## src/rtl/multicycle_control.sv

```systemverilog
// multicycle_control: main control FSM of the multi-cycle MIPS datapath.
// Sequences the shared ALU, memory port, IR, PC and register file over the
// fetch/decode/execute/memory/writeback steps. Outputs are Moore-decoded from
// State; only IRWrite/PCWrite in FETCH are qualified by MemReady.
// Optional feature: define MULTICYCLE_ADDI_EN to add addi support
// (ADDIEX/ADDIWB states); without it opcode 001000 is flagged Illegal.
//
// state  | code | meaning
// FETCH  | 0    | read instruction at PC, PC <= PC + 4 when memory ready
// DECODE | 1    | register read, branch target into ALUOut, dispatch on Op
// MEMADR | 2    | compute lw/sw effective address
// MEMRD  | 3    | load data read, waits on MemReady
// MEMWB  | 4    | write MDR into rt
// MEMWR  | 5    | store data write, waits on MemReady
// EXEC   | 6    | R-type ALU operation
// RWB    | 7    | write ALUOut into rd
// BRANCH | 8    | beq compare, conditional PC load from ALUOut
// JUMP   | 9    | PC <= jump target
// ADDIEX | 10   | addi ALU operation (feature only)
// ADDIWB | 11   | write ALUOut into rt (feature only)
// 12-15  | -    | unused: all outputs 0, back to FETCH

module multicycle_control #(
    parameter int STATE_W = 4
) (
    input  logic               clk,
    input  logic               reset,
    input  logic [5:0]         Op,
    input  logic               MemReady,
    output logic               PCWrite,
    output logic               PCWriteCond,
    output logic               IorD,
    output logic               MemRead,
    output logic               MemWrite,
    output logic               IRWrite,
    output logic               MemtoReg,
    output logic               RegDst,
    output logic               RegWrite,
    output logic               ALUSrcA,
    output logic [1:0]         ALUSrcB,
    output logic [1:0]         ALUOp,
    output logic [1:0]         PCSource,
    output logic               Illegal,
    output logic [STATE_W-1:0] State
);

    typedef enum logic [STATE_W-1:0] {
        FETCH  = STATE_W'(0),
        DECODE = STATE_W'(1),
        MEMADR = STATE_W'(2),
        MEMRD  = STATE_W'(3),
        MEMWB  = STATE_W'(4),
        MEMWR  = STATE_W'(5),
        EXEC   = STATE_W'(6),
        RWB    = STATE_W'(7),
        BRANCH = STATE_W'(8),
        JUMP   = STATE_W'(9),
        ADDIEX = STATE_W'(10),
        ADDIWB = STATE_W'(11)
    } state_t;

    localparam logic [5:0] OP_RTYPE = 6'b000000;
    localparam logic [5:0] OP_LW    = 6'b100011;
    localparam logic [5:0] OP_SW    = 6'b101011;
    localparam logic [5:0] OP_BEQ   = 6'b000100;
    localparam logic [5:0] OP_J     = 6'b000010;
`ifdef MULTICYCLE_ADDI_EN
    localparam logic [5:0] OP_ADDI  = 6'b001000;
`endif

    state_t state;
    state_t state_next;

    // State register; reset abandons any instruction in flight.
    always_ff @(posedge clk) begin
        if (reset) begin
            state <= FETCH;
        end else begin
            state <= state_next;
        end
    end

    // Next-state and Moore output decode; reset forces every output low.
    always_comb begin
        state_next  = FETCH;
        PCWrite     = 1'b0;
        PCWriteCond = 1'b0;
        IorD        = 1'b0;
        MemRead     = 1'b0;
        MemWrite    = 1'b0;
        IRWrite     = 1'b0;
        MemtoReg    = 1'b0;
        RegDst      = 1'b0;
        RegWrite    = 1'b0;
        ALUSrcA     = 1'b0;
        ALUSrcB     = 2'b00;
        ALUOp       = 2'b00;
        PCSource    = 2'b00;
        Illegal     = 1'b0;

        case (state)
            FETCH: begin
                MemRead    = 1'b1;
                ALUSrcB    = 2'b01;
                IRWrite    = MemReady;
                PCWrite    = MemReady;
                state_next = MemReady ? DECODE : FETCH;
            end
            DECODE: begin
                ALUSrcB = 2'b11;
                if (Op == OP_LW || Op == OP_SW) begin
                    state_next = MEMADR;
                end else if (Op == OP_RTYPE) begin
                    state_next = EXEC;
                end else if (Op == OP_BEQ) begin
                    state_next = BRANCH;
                end else if (Op == OP_J) begin
                    state_next = JUMP;
`ifdef MULTICYCLE_ADDI_EN
                end else if (Op == OP_ADDI) begin
                    state_next = ADDIEX;
`endif
                end else begin
                    Illegal    = 1'b1;
                    state_next = FETCH;
                end
            end
            MEMADR: begin
                ALUSrcA    = 1'b1;
                ALUSrcB    = 2'b10;
                state_next = (Op == OP_SW) ? MEMWR : MEMRD;
            end
            MEMRD: begin
                MemRead    = 1'b1;
                IorD       = 1'b1;
                state_next = MemReady ? MEMWB : MEMRD;
            end
            MEMWB: begin
                RegWrite   = 1'b1;
                MemtoReg   = 1'b1;
                state_next = FETCH;
            end
            MEMWR: begin
                MemWrite   = 1'b1;
                IorD       = 1'b1;
                state_next = MemReady ? FETCH : MEMWR;
            end
            EXEC: begin
                ALUSrcA    = 1'b1;
                ALUOp      = 2'b10;
                state_next = RWB;
            end
            RWB: begin
                RegWrite   = 1'b1;
                RegDst     = 1'b1;
                state_next = FETCH;
            end
            BRANCH: begin
                ALUSrcA     = 1'b1;
                ALUOp       = 2'b01;
                PCWriteCond = 1'b1;
                PCSource    = 2'b01;
                state_next  = FETCH;
            end
            JUMP: begin
                PCWrite    = 1'b1;
                PCSource   = 2'b10;
                state_next = FETCH;
            end
`ifdef MULTICYCLE_ADDI_EN
            ADDIEX: begin
                ALUSrcA    = 1'b1;
                ALUSrcB    = 2'b10;
                state_next = ADDIWB;
            end
            ADDIWB: begin
                RegWrite   = 1'b1;
                state_next = FETCH;
            end
`endif
            default: begin
                state_next = FETCH;
            end
        endcase

        if (reset) begin
            PCWrite     = 1'b0;
            PCWriteCond = 1'b0;
            IorD        = 1'b0;
            MemRead     = 1'b0;
            MemWrite    = 1'b0;
            IRWrite     = 1'b0;
            MemtoReg    = 1'b0;
            RegDst      = 1'b0;
            RegWrite    = 1'b0;
            ALUSrcA     = 1'b0;
            ALUSrcB     = 2'b00;
            ALUOp       = 2'b00;
            PCSource    = 2'b00;
            Illegal     = 1'b0;
        end
    end

    assign State = state;

endmodule

```

## config.mk

```make
export PLATFORM = sky130hd
export DESIGN_NAME = multicycle_control
export DESIGN_NICKNAME = d
export VERILOG_FILES = /design/src/rtl/multicycle_control.sv
export SDC_FILE = /design/constraint.sdc
export NUM_CORES = 1
export LEC_CHECK = 0
export CAP_MARGIN = 25
export CORE_UTILIZATION = 38
export CTS_BUF_LIST = sky130_fd_sc_hd__clkbuf_4
export DETAILED_ROUTE_END_ITERATION = 6
export HOLD_SLACK_MARGIN = 0.03
export PLACE_DENSITY = 0.8
export SLEW_MARGIN = 20
export SYNTH_ARGS = -nofsm -noshare
export SYNTH_HDL_FRONTEND = slang
export SYNTH_SLANG_ARGS = --single-unit
```

## constraint.sdc

```tcl
create_clock -name clk -period 1.5 [get_ports clk]
set_input_delay 0.375 -clock clk [delete_from_list [all_inputs] [get_ports clk]]
set_output_delay 0.375 -clock clk [all_outputs]
set_load 0.1 [all_outputs]
```

==> results.ini, run 1 <==
[outcome]
stop_error=[ERROR DPL-0038] Utilization greater than 100%, impossible to legalize
outcome=aborted with a tool error
failing_step=3_5_place_dp

[yosys]
async_flop_share_pct=0
synthSimpleGateAreaFrac_pct=50.0
synth_top_family_by_area=simple AND/OR/NAND/NOR gates
synth.area.mux_share_pct=4.15
synth_top_area_share_pct=15.6
ys_ff_latch=4
avgSynthCellArea_um2=8.02
synth_top_area_cell=dfxtp_1
synth_compound_area_share_pct=18.3
synth_nets=73
syn-instance-count=64
yosys_warnings=0
synth_area_leaders=dfxtp_1 16%, nor2_1 7.3%, nor3_1 4.9%
synth_xor_xnor_area_share_pct=5.12
yosysSeqAreaShare_pct=15.6
post_synth_num_cell_types=37
synth_edf_count=0
synth_common_cells=10 x nor2_1, 5 x nor3_1, 4 x dfxtp_1
syn_area_um2=513
synthMostInstantiatedCell=nor2_1
synth_fa_ha_area_share_pct=0
ys.flop_type=dfxtp_1

[floorplan]
start_util_pct=43.2
ios=30
die_h_um=38.7
die_w_um=38.7
num_rows=12

[placement]
gp_congestion=0.911
io_buffers=29

==> stage by stage <==
step	cells	TNS [ns]	setup WS (ns)	cell area [um2]	hold slack, ns
2_1_floorplan	64	-12.00	-1.63	707	0.533
3_3_place_gp	130	-9.74	-0.642	1390	0.689
==> cells by family after synthesis <==
logic type / count (synthesis)
AOI/OAI and AO/OA: 11
xor gates and xnor gates: 3
buffers and inverters: 5
DFF: 4
muxes: 2
and+or+nand+nor: 39
==> run 2: changes to the inputs <==
- CORE_AREA: default -> 2 2 63 65
- CORE_UTILIZATION: 38 -> default
- CTS_BUF_LIST: sky130_fd_sc_hd__clkbuf_4 -> default
- DIE_AREA: default -> 0 0 65 67
- HOLD_SLACK_MARGIN: 0.03 -> default
- PLACE_DENSITY: 0.8 -> default
- PLACE_DENSITY_LB_ADDON: default -> 0.15
==> run 2 against run 1 <==
Effect of this change: the flow now finishes, with violations (negative setup slack); synthesized cell count is the same; area after synthesis is the same.
==> results.ini, run 2 <==
[outcome]
outcome=complete, but fails checks
violations=negative setup slack

[floorplan]
die_w_um=65
core_area_um2=3610
die_h_um=67
start_util_pct=14.2
num_rows=22
die_area_um2=4360
ios=30

[detailed_routing]
viasPerCell=4.22
drt_iter0_drc=6
num_vias=790
antenna_left=0
drc=0
wire_per_inst_um=12.2
drtPass1Iterations=4
wl_mm=2.28

[yosys]
syn_area_um2=513
async_flop_share_pct=0
post_synth_num_cell_types=37
avgSynthCellArea_um2=8.02
synth_common_cells=10 x nor2_1, 5 x nor3_1, 4 x dfxtp_1
synth_edf_count=0
synthMostInstantiatedCell=nor2_1
yosys_warnings=0
synth_top_area_share_pct=15.6
ys.flop_type=dfxtp_1
synth_nets=73
syn-instance-count=64
synth_top_area_cell=dfxtp_1
synth_area_leaders=dfxtp_1 16%, nor2_1 7.3%, nor3_1 4.9%
ys_ff_latch=4
yosysSeqAreaShare_pct=15.6

[power_and_ir_drop]
irDropWorstVdd_mv=0.131
power_density_nw_per_um2=377
seqPwrFrac_pct=16.0
p_sw_share_pct=34.9
p_int_mw=0.439
total_power_mw=0.673
p_leak_nw=0.690
clockPowerShare_pct=33.0
p_sw_mw=0.235
combPwrFrac_pct=51.0

[setup_path]
cp-end-kind=primary output
cp.arrival_ns=1.48
path_class=reg -> out
required_ns=1.12
startpoint_type=flop
crit_path_max_fanout=6

[cells_and_area]
syn_to_final_growth_pct=248
antenna_cells=0
fillers=321
nNetsFinal=150
final_common_cell=buf_4
fin_util_pct=49.5
largest_reg_flops=4
drive_above_1_share_pct=85.6
final_cell_mix=33 x buf_4, 25 x buf_12, 13 x buf_6
final_area_um2=1790
final_cell_count_no_fill=187

[global_route]
grt_start_max_net_pins=11
grt_overflow_total=0
grt_use_total_pct=11.2
grt_pass1_wl_mm=3.80
antenna_found_initial=0
first_global_vias=820

[timing]
maxSlewViolCount=0
worst_slew_pin_slew_ns=0.333
finalSetupViolCount=17
finalWorstSetupSlack_ns=-0.358
clock.fmax_mhz=538
max_slew_margin_pct=77.6
finalCritPeriodShare_pct=124
hold_viol_final=0
finalCriticalPeriod_ns=1.86
skew_ns=0.0000836
rsz0062_at_grt=yes
whs_ns=0.449

[placement]
gp_congestion=0.675
io_buffers=29
dp_cells=169
placed_area_um2=1480
hpwl_mm=1.74

[clock_network]
clock_sinks=4
cts_made_buffers=3
cts_buffer_depth=2
cts.reportedPaths.clkPinSlew_ns=0.03
h-tree-depth=1
cts_tree=built
cts_root_buf=clkbuf_8
insertion_delay_ns=0.21

[worst_hold_path]
hold_path_class=in -> reg

[flow_run]
max_cap_violations=0

run 2: cell counts after synthesis:
No cell type changed its count.
run 2: path summary, 6_finish.rpt:
| kind | slack, ns | cells past startpoint | end | start |
|---|---|---|---|---|
| worst max-delay path | -0.36 | 4 | Illegal | State[1]$_SDFF_PP0_ |
| worst min-delay path | 0.45 | 3 | State[3]$_SDFF_PP0_ | Op[0] |
| worst max register to register | 0.01 | 6 | State[1]$_SDFF_PP0_ | State[0]$_SDFF_PP0_ |
| worst min register to register | 0.71 | 3 | State[2]$_SDFF_PP0_ | State[0]$_SDFF_PP0_ |
run 2: final cells by class:
type	count	area [um2]	area share, %
Multi-Input combinational cell	55	644	36.1
Clock buffer	3	41.3	2.31
Timing Repair Buffer	77	945	52.9
Sequential cell	4	95.1	5.33
Tap cell	48	60.1	3.36
run 2: power groups by stage:
stage | Sequential, mW | Combinational, mW | Clock [mW]
floorplan | 0.120 | 0.142 | 0
global placement | 0.108 | 0.297 | 0
detailed placement | 0.108 | 0.299 | 0
CTS | 0.107 | 0.331 | 0.225
global route | 0.108 | 0.360 | 0.240
finish | 0.108 | 0.344 | 0.222
run 2: metal layers:
layer  wire [um]  vias to the layer above  global-route usage (%)  share of wire [%]
li1            -                      389                       -                  -
met2        1240                       23                    20.6                 55
met5           0                        -                       0                  0
met4          25                        0                    4.79                1.1
met3          98                        2                    1.52                4.3
met1         908                      376                    13.0                 40
run 2: metrics by stage:
stage	setup WS [ns]	TNS (ns)
CTS	-0.350	-3.94
floorplan	-1.63	-12.00
global route	-0.408	-4.58
global placement	-0.662	-10.35
finish	-0.358	-3.78
detailed placement	-0.679	-10.37
run 2: critical path, stage by stage (launching register included):
cell and delay, ns:
dfxtp_4 0.37, nor4_4 0.34, nand2_2 0.13, nor3b_4 0.23, buf_12 0.20
run 2: cells by family (layout without fill, tap and decap cells):
family | after synthesis | in the layout | share of synthesized area [%]
compound gates | 11 | 11 | 18.3
xor+xnor | 3 | 3 | 5.12
buf+inv | 5 | 80 | 6.83
flops | 4 | 4 | 15.6
mux | 2 | 2 | 4.15
simple gates | 39 | 39 | 50.0
run 2: repair_timing:
action / CTS / global route
endpoints found under the setup margin: 20 / 19
setup buffers: 12 / 8
resized for setup: 50 / 14
hold buffers: 0 / 0
pin swaps: 15 / 16
No activity file was read; power rests on OpenSTA's default activity.
==> run 3: changes to the inputs <==
- GPL_TIMING_DRIVEN: default -> 0
==> run 3 against run 2 <==
Effect of this change: the run still ends with negative setup slack left; total power down 9.5%; worst hold slack improved by 0.053 ns; maximum frequency shrank 0.72%; critical path depth rose by 1; critical path type is now in -> out; largest power group unchanged; highest routed layer unchanged.
==> results.ini, run 3 (synthesis gave the netlist of run 2 again) <==
[global_route]
grt_start_max_net_pins=10
grt_pass1_wl_mm=3.31
antenna_found_initial=0
grt_overflow_total=0
grt_use_total_pct=9.76
first_global_vias=689

[flow_run]
max_cap_violations=0

[detailed_routing]
viasPerCell=4.24
wl_mm=2.12
antenna_left=0
wire_per_inst_um=12.5
drc=0
drtPass1Iterations=3
drt_iter0_drc=16
num_vias=717

[timing]
tns_ns=-3.55
rsz0062_at_grt=yes
worst_slew_pin_slew_ns=0.490
finalSetupViolCount=17
finalCritPeriodShare_pct=125
maxSlewViolCount=0
hold_viol_final=0
skew_ns=0.00117
finalCriticalPeriod_ns=1.87
finalWorstSetupSlack_ns=-0.371
max_slew_margin_pct=67.6
clock.fmax_mhz=534

[setup_path]
path_class=in -> out
cp.arrival_ns=1.50
required_ns=1.12
startpoint_type=primary input
slowest_stage=or4_4
critPathMaxStageDelay_ns=0.55
cp-end-kind=primary output
crit_family=simple AND/OR/NAND/NOR gates
worst-path-buf-inv=2
crit_path_max_fanout=3
path_cells=clkdlybuf4s15_1, or4_4, nor2_4, nor3b_4, buf_12

[cells_and_area]
final_cell_mix=20 x buf_12, 18 x buf_4, 7 x nor2_4
multiInputGateArea_um2=649
nNetsFinal=132
final_cell_count_no_fill=169
fillers=337
regArea_um2=95.1
largest_reg_flops=4
fin_util_pct=44.4
antenna_cells=0
syn_to_final_growth_pct=212
final_common_cell=buf_12
drive_above_1_share_pct=83.5

[floorplan]
die_area_um2=4360
num_rows=22
die_h_um=67
start_util_pct=14.2
core_area_um2=3610
die_w_um=65
ios=30

[clock_network]
cts.reportedPaths.clkPinSlew_ns=0.03
cts_root_buf=clkbuf_8
cts_buffer_depth=2
clock_sinks=4
insertion_delay_ns=0.21
cts_tree=built
h-tree-depth=1
cts_made_buffers=3
cts_hold_buf=0

[power_and_ir_drop]
p_leak_nw=0.589
total_power_mw=0.610
irDropWorstVdd_mv=0.219
power_density_nw_per_um2=380

[placement]
io_buffers=29
hpwl_mm=1.39
gp_congestion=0.679
dp_cells=141

[worst_hold_path]
hold_path_class=in -> reg

[outcome]
violations=negative setup slack
outcome=complete, but fails checks

run 3: power by group:
group          leakage, nW  internal [mW]  switching (mW)  total (mW)
Clock               0.0216          0.170          0.0480       0.218
Sequential          0.0355          0.103         0.00245       0.106
Combinational        0.532          0.119           0.166       0.286
Total                0.589          0.393           0.217       0.610
run 3: metal layers:
layer / up-vias / track usage, % / wire length (um)
li1: 353 / - / -
met4: 0 / 3.19 / 21
met5: - / 0 / 0
met2: 17 / 18.4 / 1200
met3: 2 / 0.845 / 77
met1: 345 / 11.5 / 825
run 3: final cells by class:
class | count | area share (%)
flip-flops and latches | 4 | 5.93
well taps | 48 | 3.75
clock buffers | 3 | 2.58
plain buffers | 5 | 5.62
repair buffers | 54 | 41.6
multi-input cells | 55 | 40.5
run 3: through the flow:
stage | setup slack (ns) | area, um2 | hold WS [ns]
final | -0.371 | 1600 | 0.502
after global routing | -0.427 | 1600 | 0.518
after CTS | -0.422 | 1470 | 0.641
after detailed placement | -1.74 | 1060 | 0.609
after global placement | -1.75 | 1060 | 0.606
after floorplan | -1.63 | 707 | 0.533
run 3: worst paths after layout:
kind | from | endpoint | slack (ns) | cells after the start
max | Op[4] | Illegal | -0.37 | 5
min | Op[1] | State[0]$_SDFF_PP0_ | 0.50 | 3
max reg2reg | State[0]$_SDFF_PP0_ | State[1]$_SDFF_PP0_ | 0.11 | 6
min reg2reg | State[3]$_SDFF_PP0_ | State[3]$_SDFF_PP0_ | 0.70 | 4
run 3: worst min-delay path: stages:
cell,delay (ns)
clkbuf_2,0.14
nand3_1,0.10
a221oi_2,0.06
run 3: repair_timing:
action                     4_1_cts  5_1_grt
setup buffers                   14       11
pin swaps                       13       13
setup endpoints to repair       25       18
resized for setup              204       22
